$ cat src/rtl/cam_capture_win.sv
// rtl/cam_capture_win.sv - windowed, decimating camera capture engine; CAM_CAPTURE_STATS_EN enables frame count and line error
// Input registers -> beat assembly/window decision -> registered write strobe, address and data.
module cam_capture_win #(
  parameter int DATA_W     = 4,
  parameter int BEATS      = 2,
  parameter int H_ACT      = 640,
  parameter int V_ACT      = 480,
  parameter int DECIM_LOG2 = 0,
  parameter int ADDR_W     = 19,
  localparam int PIX_W     = DATA_W * BEATS
) (
  input  logic              i_clk,
  input  logic              i_rst,
  input  logic              i_enable,
  input  logic              i_single,
  input  logic              i_vsync,
  input  logic              i_href,
  input  logic [DATA_W-1:0] i_d,
  output logic              o_we,
  output logic [ADDR_W-1:0] o_addr,
  output logic [PIX_W-1:0]  o_data,
  output logic              o_busy,
  output logic              o_frame_done,
  output logic [15:0]       o_frame_cnt,
  output logic              o_line_err
);

  localparam int BW = (BEATS > 1) ? $clog2(BEATS) : 1;
  localparam logic [BW-1:0] BEAT_LAST = BW'(BEATS - 1);
  localparam logic [15:0] H_LIM = 16'(H_ACT);
  localparam logic [15:0] V_LIM = 16'(V_ACT);
  localparam logic [15:0] DMASK = 16'((1 << DECIM_LOG2) - 1);
  localparam logic [15:0] SAT   = 16'hFFFF;

  typedef enum logic [1:0] {IDLE, WAIT_SOF, ACTIVE, DONE} state_t;

  state_t            state_q;
  logic              vs_q, hr_q, vs_p_q, hr_p_q;
  logic [DATA_W-1:0] d_q;
  logic [BW-1:0]     beat_q;
  logic [PIX_W-1:0]  sr_q, pix_q;
  logic              pend_q;
  logic [15:0]       x_q, y_q;
  logic [ADDR_W-1:0] addr_q;
  logic              we_q, done_q;
  logic [ADDR_W-1:0] oaddr_q;
  logic [PIX_W-1:0]  odata_q;

  logic             vs_fall, vs_rise, hr_fall, in_win;
  logic [PIX_W-1:0] pix_d;

  assign vs_fall = vs_p_q & ~vs_q;
  assign vs_rise = ~vs_p_q & vs_q;
  assign hr_fall = hr_p_q & ~hr_q;
  assign pix_d   = (sr_q << DATA_W) | PIX_W'(d_q);
  assign in_win  = (x_q < H_LIM) && (y_q < V_LIM) &&
                   ((x_q & DMASK) == 16'd0) && ((y_q & DMASK) == 16'd0);

  assign o_we         = we_q;
  assign o_addr       = oaddr_q;
  assign o_data       = odata_q;
  assign o_busy       = (state_q != IDLE);
  assign o_frame_done = done_q;

`ifdef CAM_CAPTURE_STATS_EN
  logic [15:0] frame_cnt_q;
  logic        line_err_q;
  assign o_frame_cnt = frame_cnt_q;
  assign o_line_err  = line_err_q;
`else
  assign o_frame_cnt = 16'd0;
  assign o_line_err  = 1'b0;
`endif

  always_ff @(posedge i_clk or posedge i_rst) begin
    if (i_rst) begin
      state_q <= IDLE;
      vs_q    <= 1'b0;
      hr_q    <= 1'b0;
      vs_p_q  <= 1'b0;
      hr_p_q  <= 1'b0;
      d_q     <= '0;
      beat_q  <= '0;
      sr_q    <= '0;
      pix_q   <= '0;
      pend_q  <= 1'b0;
      x_q     <= 16'd0;
      y_q     <= 16'd0;
      addr_q  <= '0;
      we_q    <= 1'b0;
      done_q  <= 1'b0;
      oaddr_q <= '0;
      odata_q <= '0;
`ifdef CAM_CAPTURE_STATS_EN
      frame_cnt_q <= 16'd0;
      line_err_q  <= 1'b0;
`endif
    end else begin
      vs_q   <= i_vsync;
      hr_q   <= i_href;
      d_q    <= i_d;
      vs_p_q <= vs_q;
      hr_p_q <= hr_q;
      we_q   <= 1'b0;
      done_q <= 1'b0;
      pend_q <= 1'b0;

      // A pixel accepted last cycle is dropped if capture was disarmed meanwhile.
      if (pend_q && i_enable) begin
        we_q    <= 1'b1;
        oaddr_q <= addr_q;
        odata_q <= pix_q;
        addr_q  <= addr_q + ADDR_W'(1);
      end

      case (state_q)
        IDLE: begin
          if (i_enable) state_q <= WAIT_SOF;
        end
        WAIT_SOF: begin
          if (!i_enable) begin
            state_q <= IDLE;
          end else if (vs_fall) begin
            state_q <= ACTIVE;
            x_q     <= 16'd0;
            y_q     <= 16'd0;
            addr_q  <= '0;
            oaddr_q <= '0;
            beat_q  <= '0;
`ifdef CAM_CAPTURE_STATS_EN
            line_err_q <= 1'b0;
`endif
          end
        end
        ACTIVE: begin
          if (!i_enable) begin
            state_q <= IDLE;
          end else begin
            if (hr_q) begin
              sr_q <= pix_d;
              if (beat_q == BEAT_LAST) begin
                beat_q <= '0;
                if (x_q != SAT) x_q <= x_q + 16'd1;
                if (in_win) begin
                  pend_q <= 1'b1;
                  pix_q  <= pix_d;
                end
              end else begin
                beat_q <= beat_q + BW'(1);
              end
            end
            // Line end is handled in the same cycle as a coincident frame end.
            if (hr_fall) begin
              beat_q <= '0;
              x_q    <= 16'd0;
              if (x_q != 16'd0 && y_q != SAT) y_q <= y_q + 16'd1;
`ifdef CAM_CAPTURE_STATS_EN
              if (x_q != H_LIM) line_err_q <= 1'b1;
`endif
            end
            if (vs_rise) state_q <= DONE;
          end
        end
        DONE: begin
          done_q  <= 1'b1;
`ifdef CAM_CAPTURE_STATS_EN
          frame_cnt_q <= frame_cnt_q + 16'd1;
`endif
          state_q <= (i_enable && !i_single) ? WAIT_SOF : IDLE;
        end
      endcase
    end
  end

endmodule

$ cat config.mk
export PLATFORM = sky130hd
export DESIGN_NAME = cam_capture_win
export DESIGN_NICKNAME = d
export VERILOG_FILES = /design/src/rtl/cam_capture_win.sv
export SDC_FILE = /design/constraint.sdc
export NUM_CORES = 1
export LEC_CHECK = 0
export ABC_AREA = 0
export ABC_CLOCK_PERIOD_IN_PS = 8800
export CAP_MARGIN = 10
export CORE_MARGIN = 3
export CORE_UTILIZATION = 30
export DETAILED_ROUTE_END_ITERATION = 7
export GPL_ROUTABILITY_DRIVEN = 0
export GPL_TIMING_DRIVEN = 0
export PLACE_DENSITY = 0.47
export SLEW_MARGIN = 20
export SYNTH_ARGS = -nofsm -noshare
export SYNTH_HDL_FRONTEND = slang
export SYNTH_SLANG_ARGS = --single-unit
$ cat constraint.sdc
create_clock -name i_clk -period 8.8 [get_ports i_clk]
set_input_delay 1.76 -clock i_clk [delete_from_list [all_inputs] [get_ports i_clk]]
set_output_delay 1.76 -clock i_clk [all_outputs]
set_load 0.03 [all_outputs]
==> run metrics, run 1 <==
vias per cell 4.80; total track usage 13.3%; Initial Util 31.1%; Post-CTS Resized 0; clock buffer count from CTS 9; Reg clk slew, reported paths 0.07 ns; CP cell instances clkdlybuf4s50_1, clkbuf_1, and3_1, nand2_1, nor4_4, mux2_2; P per Cell Area 157 nW/um2; largest net degree at the start of global routing 73; Pins Over Slew Limit 0; clock insertion delay at the later pin of the skew report 0.35 ns; core box area 16,100 um2; Die H 135 um; Slew @ Worst Pin 0.937 ns; Site Rows 46; CP Capture Type flop; Area growth, synth to finish 20.7%; num ports 57; final worst clock skew 0.00828 ns; Detail Route Antenna Nets 0; CP delay by family, top buffers and inverters; H-tree levels 3; clock sinks 104; ys flop type dfrtp_1; Worst slew margin 37.0%; RSZ-0062 raised after global routing false; syn_area_per_cell 9.56 um2; post-detail-place hpwl 8.12 mm; Detailed Routing Iterations Pass 1 4; first-pass GRT wire length 19.7 mm; Post-synth EDFFs 0; Post-synth ARST share 100%; vias in the first global route 3,906; Final Critical Period 3.72 ns; DIE AREA 18,300 um2; CP max stage cell clkdlybuf4s50_1; most frequent cells in the layout 106 x nand2_1, 104 x dfrtp_1, 42 x a21oi_1; CTS Hold Bufs 0; die width 135 um; LEAKAGE 2.59 nW; wire per inst 14.2 um; total number of vias 3,895; Final Util 37.5%; gr ovfl total 0; Post-CTS Setup Inserts 0; fin nets 605; Critical Path Source Type input pin; Seq cells post-synth 104; CTS tree done; Port Buffers 39; Longest Clk Path Bufs 2; DRC viols 0; fin crit share 42.3%; Final Setup Violations 0; Routed WL 11.5 mm; Fin Setup TNS 0 ns; maximum resistive drop on vdd 0.0000909 V; maximum clock rate 268 MHz; n_diodes 0; Cell Area, Synth 5010 um2; status complete, no violations; initial antenna violation count 0; crit path DAT 3.96 ns; YS warnings 0; DR iter-0 viols 194; worst setup path class in -> reg; Max Cap Violations 0; Netlist cell types 49; critical-path maximum fanout 10; root buffer cell clkbuf_16; share of post-route cells with drive strength above 1 11.2%; HP Class reg -> reg; commonest non-fill, non-tap cell in the layout nand2_1; delay of the slowest cell on the worst path 0.51 ns; Syn Inst Count 524; WP data required 9.04 ns; Final Hold Fails 0; Worst Path Buf+Inv 2; sequential element share of the synthesized area 51.9%
## final cells by class
| type | instances | area (um2) |
|---|---|---|
| fillers | 1653 | 10100 |
| flip-flops and latches | 104 | 2600 |
| multi-input cells | 384 | 2180 |
| repair buffers | 40 | 418 |
| well taps | 216 | 270 |
| clock buffers | 11 | 243 |
| plain buffers | 39 | 236 |
| inverters | 13 | 53.8 |
| clock inverters | 5 | 41.3 |
## worst reg2reg max path: stages (launching register included)
cell and delay [ns]:
dfrtp_1 0.45, inv_1 0.08, ha_1 0.14, nor4b_1 0.34, nand4_1 0.27, o211ai_4 0.31
buf_6 0.18, buf_2 0.23, o21ai_0 0.12, a21oi_1 0.13
## metal layers
layer,vias up,GRT usage [%],wire length (um)
li1,1933,-,-
met1,1879,17.4,5320
met2,72,21.8,5520
met3,11,3.23,519
met4,0,3.98,133
met5,-,0,0
## power breakdown
part / internal [W] / switching [W] / leakage (nW)
Combinational: 0.0000228 / 0.0000407 / 1.03
Sequential: 0.000488 / 0.00000899 / 1.43
Clock: 0.000202 / 0.000185 / 0.132
Total: 0.000712 / 0.000235 / 2.59
## state kept, by name (all words and copies together) (netlist names)
name / count
y_q: 16
x_q: 16
vs_p_q: 1
pix_q: 8
o_addr: 19
beat_q: 1
state_q: 2
vs_q: 1
addr_q: 19
o_we: 1
o_frame_done: 1
o_data: 8
d_q: 4
hr_p_q: 1
hr_q: 1
sr_q: 4
pend_q: 1
## final timing paths
path | start | to | slack (ns) | cells after the start
max in group asynchronous | i_rst | o_addr[2] | 6.39 | 3
setup / recovery | i_enable | pix_q[6] | 5.08 | 6
hold reg to reg | vs_q | vs_p_q | 0.44 | 0
setup reg to reg | x_q[0] | y_q[12] | 6.48 | 9
min in group asynchronous | i_rst | x_q[4] | 1.76 | 2
hold / removal | vs_q | vs_p_q | 0.44 | 0
## synthesized netlist by cell type (all sizes together) (5+ instances only)
| cell type | number | share of area [%] |
|---|---|---|
| nand2 | 107 | 8.1 |
| dfrtp | 104 | 52 |
| a21oi | 42 | 4.2 |
| nor2 | 32 | 2.5 |
| buf | 28 | 3.9 |
| o21ai | 25 | 2.5 |
| nand3 | 18 | 1.8 |
| or4 | 14 | 2.2 |
| inv | 13 | 0.97 |
| o31ai | 13 | 1.9 |
| mux2 | 12 | 2.7 |
| nand4 | 12 | 1.5 |
| or3 | 12 | 1.5 |
| clkbuf | 11 | 0.82 |
| xnor2 | 8 | 1.4 |
| and2 | 7 | 0.87 |
| and3 | 7 | 0.87 |
| xor2 | 7 | 1.2 |
| nor3 | 6 | 0.60 |
| nor4 | 5 | 0.92 |
## per-stage QoR
step                      cell area, um2  hold WS (ns)  instances  setup slack [ns]  power (W)
after floorplan                     5070         0.388        540              4.31   0.000551
final                               6050         0.440        812              5.08   0.000947
after global placement              5730         0.425        795              2.58   0.000568
after global routing                6050         0.460        812              4.90   0.000993
after detailed placement            5760         0.419        796              4.64   0.000571
after CTS                           6050         0.438        812              5.01   0.000963
## cell families after synthesis
logic type	count (synthesis)	share of synthesized area [%]
AOI/OAI and AO/OA	95	11.6
xor gates and xnor gates	15	2.62
adders and majority gates	4	0.999
buffers and inverters	52	5.69
DFF	104	51.9
muxes	16	3.50
other	1	0.0748
and+or+nand+nor	237	23.6
No activity file was read; power rests on OpenSTA's default activity.
==> inputs of run 2 (changes only) <==
--- a/config.mk
+++ b/config.mk
@@ -6,7 +6,7 @@
 export NUM_CORES = 1
 export LEC_CHECK = 0
 export ABC_AREA = 0
-export ABC_CLOCK_PERIOD_IN_PS = 8800
+export ABC_CLOCK_PERIOD_IN_PS = 3600
 export CAP_MARGIN = 10
 export CORE_MARGIN = 3
 export CORE_UTILIZATION = 30
==> constraint.sdc (replaced) <==
create_clock -name i_clk -period 3.6 [get_ports i_clk]
set_input_delay 0.72 -clock i_clk [delete_from_list [all_inputs] [get_ports i_clk]]
set_output_delay 0.72 -clock i_clk [all_outputs]
set_load 0.03 [all_outputs]
==> results of run 2 <==
Same layout as run 1 (identical final DEF). Status: complete, no violations.
Among the figures that moved: setup slack after placement 4.64 ns -> 0.479 ns; setup slack after layout 5.08 ns -> 0.916 ns; register-to-register setup slack 6.48 ns -> 1.28 ns; total power 0.000947 W -> 0.00231 W; worst IR drop on VDD 0.0000909 V -> 0.000222 V
